<file path="config.mk">
export PLATFORM = sky130hd
export DESIGN_NAME = grf_mp
export DESIGN_NICKNAME = d
export VERILOG_FILES = /design/src/rtl/grf_mp.sv
export SDC_FILE = /design/constraint.sdc
export NUM_CORES = 2
export LEC_CHECK = 0
export ABC_CLOCK_PERIOD_IN_PS = 4080
export CORE_ASPECT_RATIO = 0.6
export CORE_MARGIN = 5
export CORE_UTILIZATION = 34
export CTS_CLUSTER_DIAMETER = 30
export DETAILED_ROUTE_END_ITERATION = 10
export HOLD_SLACK_MARGIN = 0.05
export PLACE_DENSITY = 0.58
export REMOVE_ABC_BUFFERS = 1
export SLEW_MARGIN = 10
export SYNTH_ARGS = -nofsm -noshare
export SYNTH_HDL_FRONTEND = slang
export SYNTH_SLANG_ARGS = --single-unit
export TNS_END_PERCENT = 5
</file>
<file path="constraint.sdc">
create_clock -name clk -period 4.08 [get_ports clk]
set_input_delay 0.408 -clock clk [delete_from_list [all_inputs] [get_ports clk]]
set_output_delay 0.408 -clock clk [all_outputs]
set_load 0.1 [all_outputs]
</file>
<file path="src/rtl/grf_mp.sv">
// Multi-port general register file: NRD combinational reads, two write ports (W1 wins
// on conflict), optional write-to-read bypass, per-register busy scoreboard.
// Define GRF_MP_TRACE_EN to print one trace line per committed write.
module grf_mp #(
  parameter int unsigned DATA_W   = 32,
  parameter int unsigned ADDR_W   = 5,
  parameter int unsigned NRD      = 2,
  parameter int unsigned ZERO_REG = 1,
  parameter int unsigned BYPASS   = 1
) (
  input  logic                  clk,
  input  logic                  reset,
  input  logic                  we0,
  input  logic [ADDR_W-1:0]     wa0,
  input  logic [DATA_W-1:0]     wd0,
  input  logic [31:0]           wpc0,
  input  logic                  we1,
  input  logic [ADDR_W-1:0]     wa1,
  input  logic [DATA_W-1:0]     wd1,
  input  logic [31:0]           wpc1,
  input  logic [NRD*ADDR_W-1:0] ra,
  output logic [NRD*DATA_W-1:0] rd,
  input  logic                  set_busy,
  input  logic [ADDR_W-1:0]     set_addr,
  output logic [NRD-1:0]        rbusy,
  output logic                  any_busy
);

  localparam int unsigned NREG = 2 ** ADDR_W;
  localparam bit          ZR   = (ZERO_REG != 0);
  localparam bit          BP   = (BYPASS != 0);

  logic [DATA_W-1:0] regs_q [NREG];
  logic [NREG-1:0]   busy_q;
  logic [NREG-1:0]   busy_d;
  logic              w0_ok;
  logic              w1_ok;

  // A W0 write is lost when W1 targets the same register in the same cycle.
  assign w1_ok = we1 && !(ZR && (wa1 == '0));
  assign w0_ok = we0 && !(ZR && (wa0 == '0)) && !(we1 && (wa1 == wa0));

  // NOTE: every register is cleared by reset because software-visible state must read 0
  // after reset; a plain storage array would normally be left unreset.
  always_ff @(posedge clk) begin
    if (reset) begin
      for (int i = 0; i < NREG; i++) regs_q[i] <= '0;
    end else begin
      if (w0_ok) regs_q[wa0] <= wd0;
      if (w1_ok) regs_q[wa1] <= wd1;
    end
  end

  // NOTE: busy_d starts from busy_q so every path assigns it and no latch is inferred.
  always_comb begin
    busy_d = busy_q;
    for (int i = 0; i < NREG; i++) begin
      if ((we0 && (wa0 == ADDR_W'(i))) || (we1 && (wa1 == ADDR_W'(i)))) busy_d[i] = 1'b0;
      if (set_busy && (set_addr == ADDR_W'(i)))                         busy_d[i] = 1'b1;
    end
    if (ZR) busy_d[0] = 1'b0;
  end

  // NOTE: sequential state uses non-blocking assignment so all flops update together.
  always_ff @(posedge clk) begin
    if (reset) busy_q <= '0;
    else       busy_q <= busy_d;
  end

  assign any_busy = |busy_q;

  for (genvar k = 0; k < NRD; k++) begin : g_rd
    logic [ADDR_W-1:0] addr;
    logic [DATA_W-1:0] data;

    assign addr = ra[k*ADDR_W +: ADDR_W];

    always_comb begin
      data = regs_q[addr];
      if (ZR && (addr == '0))               data = '0;
      else if (BP && we1 && (wa1 == addr))  data = wd1;
      else if (BP && we0 && (wa0 == addr))  data = wd0;
    end

    assign rd[k*DATA_W +: DATA_W] = data;
    assign rbusy[k]               = busy_q[addr];
  end

`ifdef GRF_MP_TRACE_EN
  always_ff @(posedge clk) begin
    if (!reset) begin
      if (w0_ok) $display("@%08h: $%2d <= %08h", wpc0, wa0, wd0);
      if (w1_ok) $display("@%08h: $%2d <= %08h", wpc1, wa1, wd1);
    end
  end
`else
  // Trace PCs have no function without the trace build.
  logic unused_pc;
  assign unused_pc = ^{wpc0, wpc1};
`endif

endmodule
</file>
# After elaboration in Yosys (flattened, before gate mapping)
# Memories as Yosys holds them, arrays and structs flattened.
# Cells that the tools add are included.
word_totals:
  output_inout_bits: 67
  input_bits: 158
  ram_bits: 1024
  rom_bits: 0
  memories: 1
  latch_bits: 0
  register_bits: 32
  word_cells: 392
memory_table:
  columns: ["name", "depth", "word_bits", "read_ports", "rd_clocked_by_memory_dff", "write_ports", "line_no", "source"]
  rows:
  - ["regs_q", 32, 32, 2, 0, 32, "33", "logic [DATA_W-1:0] regs_q [NREG];"]
op_classes:
  magnitude_cmp: 2
  mul: 0
  add_sub_neg: 0
  bitwise_logic: 0
  n_reduce_logical: 173
  n_mux: 86
  n_div: 0
  eq_ne: 98
  shifts: 0
op_table:
  columns: ["operator", "n"]
  rows:
  - ["$mux W32", 8]
  - ["$eq A5 B5 Y1 const B", 48]
  - ["$eq A5 B4 Y1 const B", 24]
  - ["$logic_and A1 B1 Y1", 101]
  - ["$reduce_or A32 Y1", 3]
  - ["$mux W1", 74]
  - ["$reduce_bool A2 Y1", 31]
  - ["$eq A5 B3 Y1 const B", 12]
  - ["$logic_or A1 B1 Y1", 31]
  - ["$eq A5 B2 Y1 const B", 6]
  - ["$eq A5 B5 Y1", 5]
  - ["$logic_not A5 Y1", 4]
  - ["$eq A5 B1 Y1 const B", 3]
  - ["$lt A5 B6 Y1 const B", 2]
  - ["$bmux W1 S5", 2]
  - ["$mux W5", 2]
  - ["$logic_not A1 Y1", 3]

# Depth between registers and ports, before layout
logic_depth:
  word_depth: 9
  mapped_depth: 10
  mapped_depth_nobuf: 5

# Worst setup path before layout
# OpenSTA, ideal clock, no wires.
synth_path:
  path_type: "input -> output"
  from: "input ra[2]"
  to: "output rd[15]"
  setup_slack_ps: -324
  arrival_ps: 3996
  required_time_ps: 3672
  stages: 9
  n_path_buf: 5
  path_cell_list: "buf_2 -> buf_2 -> nor2b_1 -> buf_4 -> clkbuf_1 -> clkbuf_1 -> a22oi_1 -> a21o_1 -> o21ai_0"
synth_between:
  elab_chain_cells: 5
synth_lines:
  columns: ["element", "line_no", "source"]
  rows:
  - ["from (decl)", "21", "input logic [NRD*ADDR_W-1:0] ra,"]
  - ["branches (longest 4 deep; another with $mem_v2 Z32 W32)", null, null]
  - ["$mux W32 *", "80", "if (ZR && (addr == '0)) data = '0;"]
  - ["to (decl)", "22", "output logic [NRD*DATA_W-1:0] rd,"]
# Every way passes the cells marked *.

# Final worst setup path
layout_path:
  from: "input ra[7]"
  to: "output rd[62]"
# The elaborated chain is that of the path after synthesis.

==> flow_summary.yaml <==
final_layout:
  synthToLayoutAreaGrowth_pct: 19.50
  antenna_cells: 0
  drive_gt1_frac: 0.2961
  multi_input_area_mm2: 0.02789
  fin_nets: 4544
  stdcell_count: 6910
  regArea_mm2: 0.03137
  fill_cells: 16470
  fin_util: 0.4071
floorplan:
  die_area_mm2: 0.1900
  core_area_mm2: 0.1808
  die_w_um: 559.4
  dieHeight_um: 339.6
  num_io_pins: 225
  num_rows: 121
  start_util: 0.3406
power:
  p_sw_mw: 9.279
  finalPower_mw: 32.67
  power.density_mw_per_mm2: 444.0
  pwr-share-comb: 0.165
  ir_drop_mv: 0.2983
  cellInternalPower_mw: 23.39
  clock_power_share: 0.442
  switching_share: 0.2840
  p_leak_nw: 25.30
  seq_power_share: 0.394
synth:
  ys_warn_count: 0
  ys_types: 54
  synth_ff_type: "edfxtp_1"
  async_flop_share: 0
  synth_commonest_cells: "a22o_1 (1039), edfxtp_1 (1024), clkbuf_1 (443), mux4_2 (407), mux2i_1 (192)"
  synth.most_common_cell: "a22o_1"
  yosys.area.top_type: "edfxtp_1"
  synth_area_mm2: 0.06158
  synth_area_leaders: "edfxtp_1 (50%), mux4_2 (15%), a22o_1 (15%)"
  synth_top_area_frac: 0.4994
  synth_cells: 4365
  ys_ff_latch: 1055
  syn_area_per_cell_um2: 14.11
  ys_seq_area_frac: 0.5094
  synth-edff-count: 1024
critical_path:
  crit_path_end_kind: "primary output"
  worstPathArrival_ns: 3.81
  r2r_cells: 2
  r2r_end: "busy_q[24]"
  rrSetupSlack_ns: 3.25
  r2r_start: "busy_q[24]"
  critPathRequiredTime_ns: 3.67
  cp-start-kind: "primary input"
  crit_fanout: 21
  critPathKind: "primary input to primary output"
hold_path:
  holdPathStages: 2
  worst_hold_path.endpoint: "busy_q[17]"
  hp-class: "primary input to flip-flop"
  min_from: "reset"
grt:
  grtUsageMet3: 0.1041
  grt_max_degree: 80
  grt.overflow.total: 0
  grt_usage: 0.2656
  antenna_found_initial: 2
  gr-max-usage-layer: "met1"
  grt_pass1_vias: 46670
  met1_usage: 0.3739
  use_met2: 0.3658
  grt_first_pass_wirelength_um: 362900
placed_design:
  hpwlAfterDp_um: 165400
  port_buffers: 160
  place_congestion: 0.9470
  placedCellCount: 6612
status:
  violations: "negative setup slack"
  status: "complete, but fails checks"
timing:
  final_hold_viol_count: 0
  min_period_ns: 4.219
  fmax_mhz: 237.1
  setup_viol: 2
  setup_ws_ns: -0.1385
  finalMaxSlewViolations: 0
  post-route-period-util: 1.034
  fin_hold_ws_ns: 0.1208
  slew_headroom: 0.1470
  rsz0062_at_grt: "false"
  tightestPinTransition_ns: 1.276
  finClkSkew_ns: 0
route:
  firstDrtPassIters: 6
  vias: 48150
  route.antenna.remaining_nets: 0
  wl_um: 264600
  via_per_inst: 6.968
  wl_per_cell_um: 38.29
  first_iter_violations: 7645
  drc_errors: 0
clock_network:
  cts_tree: "done"
  clk_path_buf_depth: 4
  cts_made_buffers: 169
  ctsResizeCount: 0
  cts_root_buffer: "clkbuf_16"
  path_clk_slew_ns: 0.04
  clock_latency_ns: 0.80
  clock_sinks: 1055
  htreeDepth: 4
run:
  timing.max_cap.violations: 0
==> sequential cells by signal, summed over array words and instances (netlist names) <==
name    count
busy_q     31
regs_q   1024
==> critical path: stages <==
cell      delay, ns
buf_2          0.53
buf_12         0.31
xnor2_1        0.16
nand4_1        0.37
o21bai_4       0.46
buf_4          0.42
or2_2          0.37
o221ai_1       0.40
buf_12         0.31
==> power groups by stage <==
stage,logic (mW),clock network [mW],registers (mW)
CTS,5.29,14.5,12.8
finish,5.38,14.4,12.9
global route,5.50,15.0,12.9
detailed placement,5.27,0,13.0
floorplan,2.58,0,12.9
global placement,5.25,0,13.0
==> stage by stage <==
| step | setup TNS, ns | worst slack, ns | area (µm²) |
|---|---|---|---|
| after floorplan | -43.20 | -0.9708 | 58710 |
| after global placement | 0 | 0.1759 | 68040 |
| after detailed placement | 0 | 0.2029 | 68040 |
| after CTS | 0 | 0.1966 | 73580 |
| after global routing | 0 | 0.02157 | 73590 |
| final | -0.1827 | -0.1385 | 73590 |
==> cell type report <==
cell class | count | share of cell area
clock buffer | 186 | 0.05978
clock inverter | 111 | 0.01554
inverter | 6 | 0.0003060
multi-input combinational | 2627 | 0.3790
sequential | 1055 | 0.4263
tap | 2398 | 0.04077
timing repair buffer | 527 | 0.07835
==> layout by cell type, fill, tap and decap left out, types with 10 or more instances in the layout <==
cell / Yosys / layout
a211oi_1: 67 / 64
a21o_1: 17 / 17
a221o_1: 45 / 45
a221oi_1: 60 / 60
a22o_1: 1039 / 1039
a22oi_1: 60 / 60
a32oi_1: 34 / 34
and3_1: 18 / 16
buf_12: 0 / 126
buf_4: 25 / 312
bufinv_16: 0 / 16
clkbuf_1: 443 / 12
clkbuf_16: 0 / 174
clkdlybuf4s50_1: 0 / 83
clkinv_1: 1 / 22
clkinv_2: 0 / 21
clkinv_4: 0 / 10
clkinvlp_4: 0 / 18
conb_1: 1 / 32
dfxtp_1: 31 / 31
edfxtp_1: 1024 / 1024
inv_6: 0 / 14
mux2_2: 108 / 108
mux2i_1: 192 / 192
mux4_2: 407 / 407
nand2_1: 88 / 88
nand2b_1: 13 / 13
nand3_1: 12 / 12
nor2_1: 91 / 46
nor2_4: 0 / 46
nor2b_1: 17 / 14
nor3_2: 4 / 10
nor4_1: 57 / 54
o211a_1: 30 / 30
o21ai_0: 22 / 22
o221ai_1: 70 / 70
o22ai_1: 18 / 18
or3_2: 0 / 28
xnor2_1: 17 / 17
==> routing by layer <==
layer | wire [µm] | up-vias
li1 | - | 18570
met1 | 104200 | 24600
met2 | 107800 | 4301
met3 | 41340 | 672
met4 | 11130 | 4
met5 | 161 | -
==> how the worst max path moves through the flow <==
| stage | start | to | cells after the start |
|---|---|---|---|
| 5_1_grt | ra[7] | rd[62] | 9 |
| 4_1_cts | ra[9] | rd[40] | 10 |
| 3_3_place_gp | ra[7] | rd[58] | 10 |
| 2_1_floorplan | ra[2] | rd[11] | 5 |
| 6_report | ra[7] | rd[62] | 9 |
| 3_5_place_dp | ra[7] | rd[40] | 10 |
==> timing repair <==
item	4_1_cts	5_1_grt
hold buffers	0	0
endpoints found under the setup margin	0	2
setup buffers	0	0
==> cells by family (layout without fill, tap and decap cells) <==
| kind of cell | after synthesis | after routing | share of synthesized area |
|---|---|---|---|
| AO/OA/AOI/OAI | 1481 | 1481 | 0.2065 |
| XOR/XNOR | 25 | 25 | 0.003556 |
| buffers and inverters | 715 | 830 | 0.04887 |
| flip-flops | 1055 | 1055 | 0.5094 |
| multiplexers | 707 | 707 | 0.1998 |
| other | 1 | 32 | 0.00006090 |
| AND/OR/NAND/NOR | 381 | 382 | 0.03174 |
Power figures use the tool's default switching activity.
